[config.mk]
export PLATFORM = sky130hd
export DESIGN_NAME = fifo_sync_flex_flat
export DESIGN_NICKNAME = d
export VERILOG_FILES = /design/src/rtl/fifo_pkg.sv /design/src/rtl/fifo_sync_flex_if.sv /design/src/rtl/fifo_sync_memory.sv /design/src/rtl/fifo_sync_flex.sv /design/src/flat_wrapper.sv
export SDC_FILE = /design/constraint.sdc
export NUM_CORES = 1
export LEC_CHECK = 0
export ABC_CLOCK_PERIOD_IN_PS = 7000
export CAP_MARGIN = 0
export CORE_ASPECT_RATIO = 0.9
export CORE_UTILIZATION = 50
export CTS_BUF_LIST = sky130_fd_sc_hd__clkbuf_8 sky130_fd_sc_hd__clkbuf_16
export DETAILED_ROUTE_END_ITERATION = 7
export PLACE_DENSITY = 0.77
export SLEW_MARGIN = 0
export SYNTH_ARGS = -nofsm -noshare
export SYNTH_HDL_FRONTEND = slang
export SYNTH_HIERARCHICAL = 1
export SYNTH_SLANG_ARGS = --single-unit
[constraint.sdc]
create_clock -name clock -period 7 [get_ports clock]
set_input_delay 2.1 -clock clock [delete_from_list [all_inputs] [get_ports clock]]
set_output_delay 2.1 -clock clock [all_outputs]
set_load 0.02 [all_outputs]
[src/rtl/fifo_pkg.sv]
// Shared FIFO helpers: width derivation, read-mode constants, wrapping pointer increment.
// Latency: n/a (compile-time constants and pure functions).
// Backpressure: n/a.
package fifo_pkg;

    localparam int FIFO_MODE_STANDARD = 0;
    localparam int FIFO_MODE_FWFT     = 1;

    // Bits needed to hold a count of 0..depth inclusive.
    function automatic int level_width(input int depth);
        return $clog2(depth + 1);
    endfunction

    // Bits needed to address depth entries (at least one bit).
    function automatic int ptr_width(input int depth);
        return (depth > 1) ? $clog2(depth) : 1;
    endfunction

    // Compare-and-wrap so non-power-of-two depths cycle through exactly 0..depth-1.
    function automatic int ptr_inc_wrap(input int ptr, input int depth);
        return (ptr == depth - 1) ? 0 : ptr + 1;
    endfunction

endpackage

[src/rtl/fifo_sync_flex_if.sv]
// Push/pop handshake bundle between a producer/consumer (master) and the FIFO (slave).
// Latency: n/a (wires only).
// Backpressure: none carried here; the FIFO reports full/empty on its own status ports.
interface fifo_sync_flex_if #(
    parameter int DATA_WIDTH = 8
);
    logic                  write_enable;
    logic [DATA_WIDTH-1:0] write_data;
    logic                  read_enable;
    logic [DATA_WIDTH-1:0] read_data;
    logic                  read_valid;

    modport master (
        output write_enable, write_data, read_enable,
        input  read_data, read_valid
    );

    modport slave (
        input  write_enable, write_data, read_enable,
        output read_data, read_valid
    );
endinterface

[src/rtl/fifo_sync_memory.sv]
// Storage array for the single-clock FIFO: DEPTH words of DATA_WIDTH bits.
// Latency: write lands on the clock edge; read is combinational from read_addr.
// Backpressure: none; the caller only asserts write_en for accepted pushes.
// Ports: clock, write_en/write_addr/write_data (sync write), read_addr/read_data (async read).
module fifo_sync_memory
    import fifo_pkg::*;
#(
    parameter int DATA_WIDTH = 8,
    parameter int DEPTH      = 16,
    parameter int ADDR_WIDTH = ptr_width(DEPTH)
) (
    input  logic                  clock,
    input  logic                  write_en,
    input  logic [ADDR_WIDTH-1:0] write_addr,
    input  logic [DATA_WIDTH-1:0] write_data,
    input  logic [ADDR_WIDTH-1:0] read_addr,
    output logic [DATA_WIDTH-1:0] read_data
);

    // Contents are deliberately not reset; the pointers define what is valid.
    logic [DATA_WIDTH-1:0] mem [DEPTH];

    always_ff @(posedge clock) begin
        if (write_en) begin
            mem[write_addr] <= write_data;
        end
    end

    assign read_data = mem[read_addr];

endmodule

[src/rtl/fifo_sync_flex.sv]
// Single-clock FIFO with any depth >= 2, standard or first-word-fall-through reads, level and error flags.
// Latency: standard mode read_data/read_valid one cycle after an accepted read; FWFT head visible one cycle after write.
// Backpressure: writes refused when full (standard mode allows full+read), reads refused when empty; refusals set sticky flags.
// Ports: clock/reset, bus (push/pop handshake), threshold inputs, clear_errors, status flags, fill_level, overflow/underflow.
module fifo_sync_flex
    import fifo_pkg::*;
#(
    parameter int DATA_WIDTH  = 8,
    parameter int DEPTH       = 16,
    parameter int FWFT        = FIFO_MODE_STANDARD,
    parameter int LEVEL_WIDTH = level_width(DEPTH)
) (
    input  logic                   clock,
    input  logic                   reset,
    fifo_sync_flex_if.slave        bus,
    input  logic [LEVEL_WIDTH-1:0] almost_full_threshold,
    input  logic [LEVEL_WIDTH-1:0] almost_empty_threshold,
    input  logic                   clear_errors,
    output logic                   fifo_full,
    output logic                   fifo_empty,
    output logic                   almost_full,
    output logic                   almost_empty,
    output logic [LEVEL_WIDTH-1:0] fill_level,
    output logic                   overflow,
    output logic                   underflow
);

    localparam int PTR_WIDTH = ptr_width(DEPTH);

    logic [PTR_WIDTH-1:0]   wr_ptr;
    logic [PTR_WIDTH-1:0]   rd_ptr;
    logic                   rd_acc;
    logic                   wr_acc;
    logic [LEVEL_WIDTH-1:0] level_next;
    logic [DATA_WIDTH-1:0]  mem_rd_data;

    always_comb begin
        rd_acc = bus.read_enable && !fifo_empty;
        // In FWFT mode the head word is already presented, so a full FIFO
        // cannot free a slot for a same-cycle write.
        if (FWFT == FIFO_MODE_FWFT) begin
            wr_acc = bus.write_enable && !fifo_full;
        end else begin
            wr_acc = bus.write_enable && (!fifo_full || rd_acc);
        end

        level_next = fill_level;
        if (wr_acc && !rd_acc) begin
            level_next = fill_level + LEVEL_WIDTH'(1);
        end else if (rd_acc && !wr_acc) begin
            level_next = fill_level - LEVEL_WIDTH'(1);
        end
    end

    // Flags are derived from level_next so they line up with fill_level exactly.
    always_ff @(posedge clock) begin
        if (reset) begin
            wr_ptr       <= '0;
            rd_ptr       <= '0;
            fill_level   <= '0;
            fifo_full    <= 1'b0;
            fifo_empty   <= 1'b1;
            almost_full  <= 1'b0;
            almost_empty <= 1'b1;
            overflow     <= 1'b0;
            underflow    <= 1'b0;
        end else begin
            if (wr_acc) begin
                wr_ptr <= PTR_WIDTH'(ptr_inc_wrap(int'(wr_ptr), DEPTH));
            end
            if (rd_acc) begin
                rd_ptr <= PTR_WIDTH'(ptr_inc_wrap(int'(rd_ptr), DEPTH));
            end
            fill_level   <= level_next;
            fifo_full    <= (level_next == LEVEL_WIDTH'(DEPTH));
            fifo_empty   <= (level_next == '0);
            almost_full  <= (level_next >= almost_full_threshold);
            almost_empty <= (level_next <= almost_empty_threshold);

            // A new error in the same cycle as clear_errors keeps the flag set.
            if (bus.write_enable && !wr_acc) begin
                overflow <= 1'b1;
            end else if (clear_errors) begin
                overflow <= 1'b0;
            end
            if (bus.read_enable && !rd_acc) begin
                underflow <= 1'b1;
            end else if (clear_errors) begin
                underflow <= 1'b0;
            end
        end
    end

    fifo_sync_memory #(
        .DATA_WIDTH (DATA_WIDTH),
        .DEPTH      (DEPTH),
        .ADDR_WIDTH (PTR_WIDTH)
    ) u_mem (
        .clock      (clock),
        .write_en   (wr_acc && !reset),
        .write_addr (wr_ptr),
        .write_data (bus.write_data),
        .read_addr  (rd_ptr),
        .read_data  (mem_rd_data)
    );

    generate
        if (FWFT == FIFO_MODE_FWFT) begin : g_fwft
            // Zero while empty so stale memory never shows after reset or drain.
            assign bus.read_data  = fifo_empty ? '0 : mem_rd_data;
            assign bus.read_valid = !fifo_empty;
        end else begin : g_std
            logic [DATA_WIDTH-1:0] read_data_q;
            logic                  read_valid_q;

            always_ff @(posedge clock) begin
                if (reset) begin
                    read_data_q  <= '0;
                    read_valid_q <= 1'b0;
                end else begin
                    read_valid_q <= rd_acc;
                    if (rd_acc) begin
                        read_data_q <= mem_rd_data;
                    end
                end
            end

            assign bus.read_data  = read_data_q;
            assign bus.read_valid = read_valid_q;
        end
    endgenerate

endmodule

[src/flat_wrapper.sv]
// flat-port wrapper written by rule: the top's interface ports become plain ports
module fifo_sync_flex_flat import fifo_pkg::*;
#(
    parameter int DATA_WIDTH  = 8,
    parameter int DEPTH       = 16,
    parameter int FWFT        = FIFO_MODE_STANDARD,
    parameter int LEVEL_WIDTH = level_width(DEPTH)
)
  (clock, reset, almost_full_threshold, almost_empty_threshold, clear_errors, fifo_full, fifo_empty, almost_full, almost_empty, fill_level, overflow, underflow, bus_write_enable, bus_write_data, bus_read_enable, bus_read_data, bus_read_valid);
  fifo_sync_flex_if #(.DATA_WIDTH(DATA_WIDTH)) bus_i ();
  input  logic clock;
  input  logic reset;
  input  logic [LEVEL_WIDTH-1:0] almost_full_threshold;
  input  logic [LEVEL_WIDTH-1:0] almost_empty_threshold;
  input  logic clear_errors;
  output logic fifo_full;
  output logic fifo_empty;
  output logic almost_full;
  output logic almost_empty;
  output logic [LEVEL_WIDTH-1:0] fill_level;
  output logic overflow;
  output logic underflow;
  input wire logic [$bits(bus_i.write_enable)-1:0] bus_write_enable;
  input wire logic [$bits(bus_i.write_data)-1:0] bus_write_data;
  input wire logic [$bits(bus_i.read_enable)-1:0] bus_read_enable;
  output wire logic [$bits(bus_i.read_data)-1:0] bus_read_data;
  output wire logic [$bits(bus_i.read_valid)-1:0] bus_read_valid;
  assign bus_i.write_enable = bus_write_enable;
  assign bus_i.write_data = bus_write_data;
  assign bus_i.read_enable = bus_read_enable;
  assign bus_read_data = bus_i.read_data;
  assign bus_read_valid = bus_i.read_valid;
  fifo_sync_flex #(.DATA_WIDTH(DATA_WIDTH), .DEPTH(DEPTH), .FWFT(FWFT), .LEVEL_WIDTH(LEVEL_WIDTH)) u_core (.clock(clock), .reset(reset), .bus(bus_i), .almost_full_threshold(almost_full_threshold), .almost_empty_threshold(almost_empty_threshold), .clear_errors(clear_errors), .fifo_full(fifo_full), .fifo_empty(fifo_empty), .almost_full(almost_full), .almost_empty(almost_empty), .fill_level(fill_level), .overflow(overflow), .underflow(underflow));
endmodule
== Word-level counts from Yosys, hierarchy flattened ==
Memory sizes are Yosys's and may differ from the RTL's. A register that Yosys moved wholly into a read port is not among the register bits.
Index checks and enable logic that the tools add are counted.

* Output and inout bits: 20
* Bits in registers: 20
* Memories kept: 1
* Bits in writable memories: 128

{| class="wikitable"
|+ Memories
! name !! depth !! bits a word !! rd ports !! clocked after memory_dff !! write ports !! RTL line !! source
|-
| u_core.u_mem.mem || 16 || 8 || 1 || 1 || 1 || fifo_sync_memory.sv:21 || <nowiki>logic [DATA_WIDTH-1:0] mem [DEPTH];</nowiki>
|}

* Add/sub/neg operators: 4
* Muxes and demuxes: 9
* Equal/unequal tests: 3
* Order comparisons: 2
* Reduce and logical (&&, ||, !) cells: 16

{| class="wikitable"
|+ Operators by type and width
! operator !! number
|-
| 5-bit two-way mux || 2
|-
| 4-bit by 1-bit adder with 4-bit output, second input constant || 2
|-
| 4-bit by 1-bit == test with 1-bit output, second input constant || 2
|-
| 4-bit two-way mux || 2
|-
| 1-bit logical AND || 7
|-
| 5-bit by 1-bit adder with 5-bit output, second input constant || 1
|-
| 5-bit == test, second input constant || 1
|-
| 5-bit >= comparator || 1
|-
| 5-bit <= comparator || 1
|-
| 1-bit zero test || 5
|-
| 5-bit zero test || 1
|-
| 1-bit two-way mux || 5
|-
| 5-bit by 1-bit subtractor with 5-bit output, second input constant || 1
|-
| 2-bit nonzero test || 2
|-
| 1-bit logical OR || 1
|}

== Logic depth before layout (Yosys ltp) ==
Gate-level depths: netlist of the first run.

* Depth in word-level cells: 9
* Mapped depth: 11
* Mapped depth without buffers: 11

== Cells and area by module ==
Netlist of the first run, hierarchy kept.

{| class="wikitable"
|+ Modules (own cells, without submodules)
! module !! times used !! area an instance (um^2) !! cells each
|-
| fifo_sync_memory || 1 || 4,987.3 || 221
|-
| fifo_sync_flex || 1 || 1,501.4 || 168
|}

== Worst setup path after synthesis of the first run ==
No wires, ideal clock.

* Kind: in2reg
* Start point: input bus_read_enable
* End point: memory u_core.u_mem.mem[0][0] (enable)
* Library setup time: 0.383 ns
* Arrival time: 3.857 ns
* Data required time: 6.617 ns
* Buffers on the path: 1
* Cell stages on the path: 6
* Path slack: 2.759 ns
* Cell sequence: nand2b_1 -> buf_6 -> a21boi_2 -> and2_1 -> or3b_2 -> nor3_1

* Cells in the longest elaborated chain, start to end: 6

{| class="wikitable"
|+ RTL lines
! what !! RTL line !! source
|-
| start, declared || flat_wrapper.sv:25 || <nowiki>input wire logic [$bits(bus_i.read_enable)-1:0] bus_read_enable;</nowiki>
|-
| 1-bit logical AND || fifo_sync_flex.sv:38 || <nowiki>rd_acc = bus.read_enable && !fifo_empty;</nowiki>
|-
| 1-bit logical OR || fifo_sync_flex.sv:44 || <nowiki>wr_acc = bus.write_enable && (!fifo_full || rd_acc);</nowiki>
|-
| 1-bit logical AND || fifo_sync_flex.sv:44 ||
|-
| 1-bit logical AND || fifo_sync_flex.sv:100 || <nowiki>.write_en (wr_acc && !reset),</nowiki>
|-
| 1-bit two-way mux || fifo_sync_memory.sv:24 || <nowiki>if (write_en) begin</nowiki>
|-
| 1-bit two-way mux (implied by the code) || fifo_sync_memory.sv:25 || <nowiki>mem[write_addr] <= write_data;</nowiki>
|-
| end, declared || fifo_sync_memory.sv:21 ||
|}

No other way between the ends.

== Final worst setup path of the first run ==
* Start point: input bus_read_enable
* End point: memory u_core.u_mem.mem[0][4] (enable)

Same word-level chain as after synthesis.

==> results.md, run 1 <==
* Share of layout cells above drive strength 1 at 15.1%
* Gr usage total at 21.3%
* Avg Cell Area, Syn at 16.7 um2
* Internal power at 1690 uW
* Crit path cell chain: clkdlybuf4s50_1 -> nand2b_1 -> a21boi_2 -> and2_1 -> or3b_2 -> nor3_1
* Critical path origin: bus_read_enable
* Rows at 39
* DR pass1 iterations at 5
* Post-Route WL at 13300 um
* Antenna violations before repair at 0
* Max-slew violations at 0
* Post-DR wirelength/cell at 21.7 um
* Max Freq at 195 MHz
* Status: complete, no violations
* First-pass GRT wire length at 20000 um
* Antenna Cells at 0
* Reg-to-reg critical path startpoint: u_core/fifo_empty
* Max-cap violations at 0
* Number of global-route vias before repair at 3448
* Mapped cell area at 6490 um2
* Synth cell types at 55
* Logic pwr share at 12.4%
* WHS Endpoint: u_core/bus.read_data[3]
* Asr flop ratio synth at 0%
* Vias at 3662
* Post-Syn Nets at 425
* Port Buffers at 42
* Remaining DRCs at 0
* P_sw at 543 uW
* Minimum clock period at 5.13 ns
* Final Hold Fails at 0
* Critical Path Slowest Stage Cell: nor3_1
* RSZ-0062 raised after global routing: no
* Core ar. at 12700 um2
* Worst hold start: u_core/bus.read_data[3]
* FF-to-FF setup slack at 3.65 ns
* Final worst slack at 1.87 ns
* Crit Path Category: in -> reg
* Area grow syn2layout at 17.3%
* Largest net degree at the start of global routing at 38
* Clock-pin transition on the worst setup and hold timing paths at 0.06 ns
* Pre-CTS setup slack at 1.49 ns
* Seq/Total Area, Yosys at 67.9%
* Worst Path Max Fanout at 20
* Post-DP HPWL at 8010 um
* Seq pwr share at 46.9%
* Largest area contributor in the netlist: edfxtp_1
* Switching share of power at 24.4%
* Setup tns final at 0 ns
* Period utilization at 73.3%
* Clock power frac at 40.7%
* Fin nets at 473
* Main synth FF type: edfxtp_1
* Worst path top cell family by delay: simple AND/OR/NAND/NOR gates
* Worst skew pair latency at 0.42 ns
* Post-CTS sizing at 0
* Syn Inst Count at 389
* Critical Path AT at 5.16 ns
* First DRT Iteration DRCs at 511
* Die area at 13400 um2
* Critical path data required time at 7.04 ns
* Die Wd at 122 um
* Register bit total from synthesis at 156
* Longest Clk Path Bufs at 2
* Vias per Instance at 5.96
* Maximum vdd ir drop at 0.217 mV
* CTS Hold Bufs at 0
* Starting Density at 51.1%
* Crit path largest cell delay at 0.88 ns
* Pwr/cell area at 293 nW/um2
* Clock Skews at 0.00917 ns
* Top cells by area, synth: edfxtp_1 59%, dfxtp_1 8.6%, mux4_2 6.2%
* RR Endpoint: u_core/u_mem/mem[0][4]
* CP Launch Type: input pin
* H-tree depth at 4
* Crit path buffers/inverters at 1
* Yosys warnings at 6
* Setup bufs post-CTS at 0
* DRT antenna net count at 0
* Gpl congestion at 0.788
* Io pins at 43
* Clock sinks at 156
* Root Driver: clkbuf_16
* Hold Path Class: reg -> reg
* Num CTS Buffers at 17
* CTS tree: done
* Die Ht at 110 um
* Cells on worst reg2reg path at 5
* Cell depth of the worst hold path at 2
* Final setup viols at 0
* Slew HR at 22.5%
* Post-synth EDFFs at 128
* Worst Max-Slew Pin Slew at 1.15 ns
* Cell leakage power at 0.00256 uW
* Total gr overflow at 0
* Worst Setup End Kind: register
* Top cell type's share of synthesized area at 59.2%
synth_stat cells, types with 2 or more instances:
cell	n
a21oi_1	13
a22oi_1	17
a311oi_1	2
a31oi_1	2
and2_1	5
buf_2	3
buf_6	4
clkbuf_1	4
clkdlybuf4s25_2	3
dfxtp_1	28
edfxtp_1	128
ha_1	13
inv_1	14
mux2i_1	2
mux4_1	14
mux4_2	18
nand2_1	37
nand2b_1	3
nand3_1	5
nand3b_1	2
nor2_1	25
nor2b_1	3
nor3_1	5
o21a_1	3
o21ai_0	4
xnor2_2	2
xor2_1	2
final cells by class:
class                           count  area, um2
Clock buffer                       17        425
Tap cell                          164        205
Fill cell                         911       5080
Clock inverter                     15        165
Timing Repair Buffer               44        435
Multi-Input combinational cell    203       1920
Sequential cell                   156       4410
Inverter                           15       56.3
stage by stage:
step | power, uW | instances | instance area [um2] | utilization [%] | hold WS [ns]
2_1_floorplan | 1250 | 389 | 6490 | - | 0.496
3_3_place_gp | 1330 | 582 | 7020 | 55.3 | 0.443
3_5_place_dp | 1340 | 582 | 7020 | 55.3 | 0.448
4_1_cts | 2240 | 614 | 7610 | 60.0 | 0.456
5_1_grt | 2310 | 614 | 7610 | 60.0 | 0.483
6_report | 2230 | 614 | 7610 | 60.0 | 0.454
worst register-to-register path, stage by stage (launching register included):
cell and delay, ns:
dfxtp_1 0.36, nand2b_1 0.49, a21boi_2 0.44, and2_1 0.28, or3b_2 0.52, nor3_1 0.88
cell usage in the layout (no fill, tap or decap), types with 4 or more instances in the layout:
master	synthesis	layout
inv_1	14	15
edfxtp_1	128	128
dfxtp_1	28	27
and2_1	5	5
nor2_1	25	25
clkbuf_16	0	17
mux4_1	14	14
mux4_2	18	18
a21oi_1	13	13
clkinv_4	0	4
clkdlybuf4s50_1	0	42
a22oi_1	17	17
nor3_1	5	5
o21ai_0	4	4
nand2_1	37	37
nand3_1	5	5
ha_1	13	13
power by group through the flow:
| stage | Combinational (uW) | Clock (uW) | Sequential (uW) |
|---|---|---|---|
| floorplan | 169 | 0 | 1080 |
| global placement | 265 | 0 | 1060 |
| detailed placement | 273 | 0 | 1070 |
| CTS | 276 | 917 | 1050 |
| global route | 302 | 958 | 1050 |
| finish | 276 | 907 | 1050 |
worst max path at each step:
stage	to	slack, ns	cells after the start
final	u_core/u_mem/mem[0][4]	1.87	6
after global routing	u_core/u_mem/mem[0][4]	1.56	6
after CTS	u_core/u_mem/mem[0][4]	1.90	6
after detailed placement	u_core/u_mem/mem[0][2]	1.49	6
after global placement	u_core/u_mem/mem[0][6]	1.66	6
after floorplan	u_core/u_mem/mem[0][0]	2.76	6
kinds of logic (layout without fill, tap and decap cells):
family | Yosys count | in the layout | synth area share, %
simple gates | 95 | 95 | 7.23
fa+ha+maj | 13 | 13 | 2.51
buf+inv | 30 | 91 | 2.60
mux | 34 | 34 | 12.2
xor+xnor | 6 | 6 | 1.16
flops | 156 | 156 | 67.9
compound gates | 55 | 55 | 6.40
registers in the layout, summed over array words and instances, names as in the netlist, 4 cells and up:
signal,count
u_core/u_mem/mem,128
u_core/rd_ptr,4
u_core/wr_ptr,4
u_core/fill_level,5
u_core/bus.read_data,8
per-layer routing:
metal  wire, um  global-route usage, %
met3       1040                   5.25
met4        201                   7.93
met5          0                      0
met1       5910                   30.6
met2       6150                   31.6
(Power assumes the default switching activity.)
==> run 2, diff against run 1 <==
- ABC_CLOCK_PERIOD_IN_PS: 7000 -> 4300
- PLACE_DENSITY: 0.77 -> 0.8
- clock period: 7 -> 4.3 ns (I/O delays scaled with it)
==> results.md, run 2 (synthesis results as in run 1) <==
* Setup tns final at 0 ns (unchanged)
* Hold Path Class: reg -> reg (unchanged)
* Vias per Instance at 5.71 (was 5.96)
* Cell Count Post-Placement at 601 (was 582)
* Worst Max-Slew Pin Slew at 1.06 ns (was 1.15 ns)
* FF/Latch Area at 4410 um2 (unchanged)
* Max-cap violations at 0 (unchanged)
* First-pass GRT wire length at 19200 um (was 20000 um)
* Critical Path AT at 3.86 ns (was 5.16 ns)
* Commonest non-fill, non-tap cell in the layout: edfxtp_1 (unchanged)
* Die Wd at 122 um (unchanged)
* Cell leakage power at 0.00268 uW (was 0.00256 uW)
* Max Freq at 283 MHz
* Global-route met3 utilization at 4.84% (was 5.25%)
* Most frequent cells in the layout: 128 x edfxtp_1, 42 x clkdlybuf4s50_1, 37 x nand2_1 (unchanged)
* Post-DP HPWL at 7810 um (was 8010 um)
* Reg-to-reg critical path startpoint: u_core/fill_level[0] (was u_core/fifo_empty)
* Cells on worst reg2reg path at 11 (was 5)
* CTS tree: done (unchanged)
* Reg with most FFs: u_core/u_mem/mem (unchanged)
* Gr busiest metal: met2 (unchanged)
* Largest net degree at the start of global routing at 37 (was 38)
* Pwr/cell area at 480 nW/um2 (was 293 nW/um2)
* Final setup viols at 0 (unchanged)
* Slew HR at 29.6% (was 22.5%)
* Filler cell count at 897 (was 911)
* Worst hold start: u_core/bus.read_data[2] (was u_core/bus.read_data[3])
* Starting Density at 51.1% (unchanged)
* Clock Skews at 0.0110 ns (was 0.00917 ns)
* Status: complete, no violations (unchanged)
* CP Launch Type: input pin (unchanged)
* Clock sinks at 156 (unchanged)
* GR Util met2 at 31.4% (was 31.6%)
* FF-to-FF setup slack at 1.65 ns (was 3.65 ns)
* Fin nets at 492 (was 473)
* DR pass1 iterations at 5 (unchanged)
* Gpl congestion at 0.847 (was 0.788)
* RSZ-0062 raised after global routing: no (unchanged)
* Max-slew violations at 0 (unchanged)
* CTS Hold Bufs at 0 (unchanged)
* Max reg flops at 128 (unchanged)
* RR Endpoint: u_core/almost_full (was u_core/u_mem/mem[0][4])
* WHS Endpoint: u_core/bus.read_data[2] (was u_core/bus.read_data[3])
* Die Ht at 110 um (unchanged)
* Vias at 3615 (was 3662)
* Post-CTS sizing at 0 (unchanged)
* Io pins at 43 (unchanged)
* Number of global-route vias before repair at 3508 (was 3448)
* Post-DR wirelength/cell at 19.6 um (was 21.7 um)
* Area occupied by multi-input gates at 1920 um2 (unchanged)
* Die area at 13400 um2 (unchanged)
* Total gr overflow at 0 (unchanged)
* Gr usage total at 20.0% (was 21.3%)
* Final Hold Fails at 0 (unchanged)
* Post-Route WL at 12400 um (was 13300 um)
* Minimum clock period at 3.54 ns
* Port Buffers at 42 (unchanged)
* Met1 global-route usage at 27.3% (was 30.6%)
* Fin cells at 633 (was 614)
* Num CTS Buffers at 17 (unchanged)
* Period utilization at 82.2%
* Critical path data required time at 4.63 ns (was 7.04 ns)
* Crit Path Category: in -> reg (unchanged)
* Rows at 39 (unchanged)
* Cell depth of the worst hold path at 2 (unchanged)
* Root Driver: clkbuf_16 (unchanged)
* Antenna violations before repair at 0 (unchanged)
* Maximum vdd ir drop at 0.317 mV (was 0.217 mV)
* First DRT Iteration DRCs at 294 (was 511)
* Longest Clk Path Bufs at 2 (unchanged)
* Share of layout cells above drive strength 1 at 18.8% (was 15.1%)
* Worst Setup End Kind: register (unchanged)
* Worst skew pair latency at 0.42 ns (about the same)
* Worst Path Max Fanout at 14 (was 20)
* Setup bufs post-CTS at 0 (unchanged)
* Core ar. at 12700 um2 (unchanged)
* Clock-pin transition on the worst setup and hold timing paths at 0.06 ns (about the same)
* Antenna Cells at 0 (unchanged)
* DRT antenna net count at 0 (unchanged)
* H-tree depth at 4 (unchanged)
* Remaining DRCs at 0 (unchanged)
* Area grow syn2layout at 20.2% (was 17.3%)
## run 2: changes by cell type in the layout (fill, tap and decap cells not counted), sizes merged
cell,before,now
clkinvlp,1,2
clkinv,6,4
inv,21,20
bufinv,2,4
buf,2,21
## run 2: area by class of cell
type | count | share of cell area (%)
sequential | 156 | 56.5
tap | 164 | 2.63
inverter | 15 | 0.722
clock buffer | 17 | 5.46
multi-input combinational | 203 | 24.6
timing repair buffer | 63 | 7.41
clock inverter | 15 | 2.70
## run 2: metal layers
| metal | routed length (um) | vias to the layer above | share of wire [%] |
|---|---|---|---|
| met5 | 0 | - | 0 |
| met1 | 5370 | 1796 | 43 |
| met3 | 641 | 24 | 5.2 |
| met2 | 6180 | 129 | 50 |
| li1 | - | 1666 | - |
| met4 | 227 | 0 | 1.8 |
## run 2: worst max-delay path, cell delays in order
cell	delay, ns
clkdlybuf4s50_1	0.53
nand2b_1	0.22
buf_4	0.26
a21o_1	0.19
nand3_1	0.08
o21ai_0	0.16
ha_1	0.32
nor2b_1	0.13
o21a_1	0.16
o21a_1	0.17
o21a_1	0.17
o221ai_1	0.18
## run 2: metrics by stage
stage	total power (uW)	utilization [%]	cell area [um2]	hold slack, ns	setup WS, ns
6_report	3740	61.4	7800	0.463	0.764
5_1_grt	3870	61.4	7800	0.478	0.628
4_1_cts	3770	61.4	7800	0.465	0.819
3_5_place_dp	2180	56.4	7160	0.450	0.373
3_3_place_gp	2170	56.4	7160	0.444	0.508
2_1_floorplan	2030	-	6490	0.496	0.869
## run 2: report_power, final
| part | switching (uW) | leakage, uW | internal, uW | total [uW] |
|---|---|---|---|---|
| Combinational | 214 | 0.000990 | 214 | 428 |
| Clock | 605 | 0.000305 | 982 | 1590 |
| Sequential | 53.5 | 0.00138 | 1670 | 1720 |
| Total | 873 | 0.00268 | 2870 | 3740 |
## run 2: worst max-delay path by stage
stage / start / end / slack, ns
finish: bus_read_enable / u_core/almost_empty / 0.76
global route: bus_write_enable / u_core/almost_full / 0.63
CTS: bus_read_enable / u_core/almost_empty / 0.82
detailed placement: bus_read_enable / u_core/almost_empty / 0.37
global placement: bus_read_enable / u_core/almost_empty / 0.51
floorplan: bus_read_enable / u_core/u_mem/mem[0][0] / 0.87
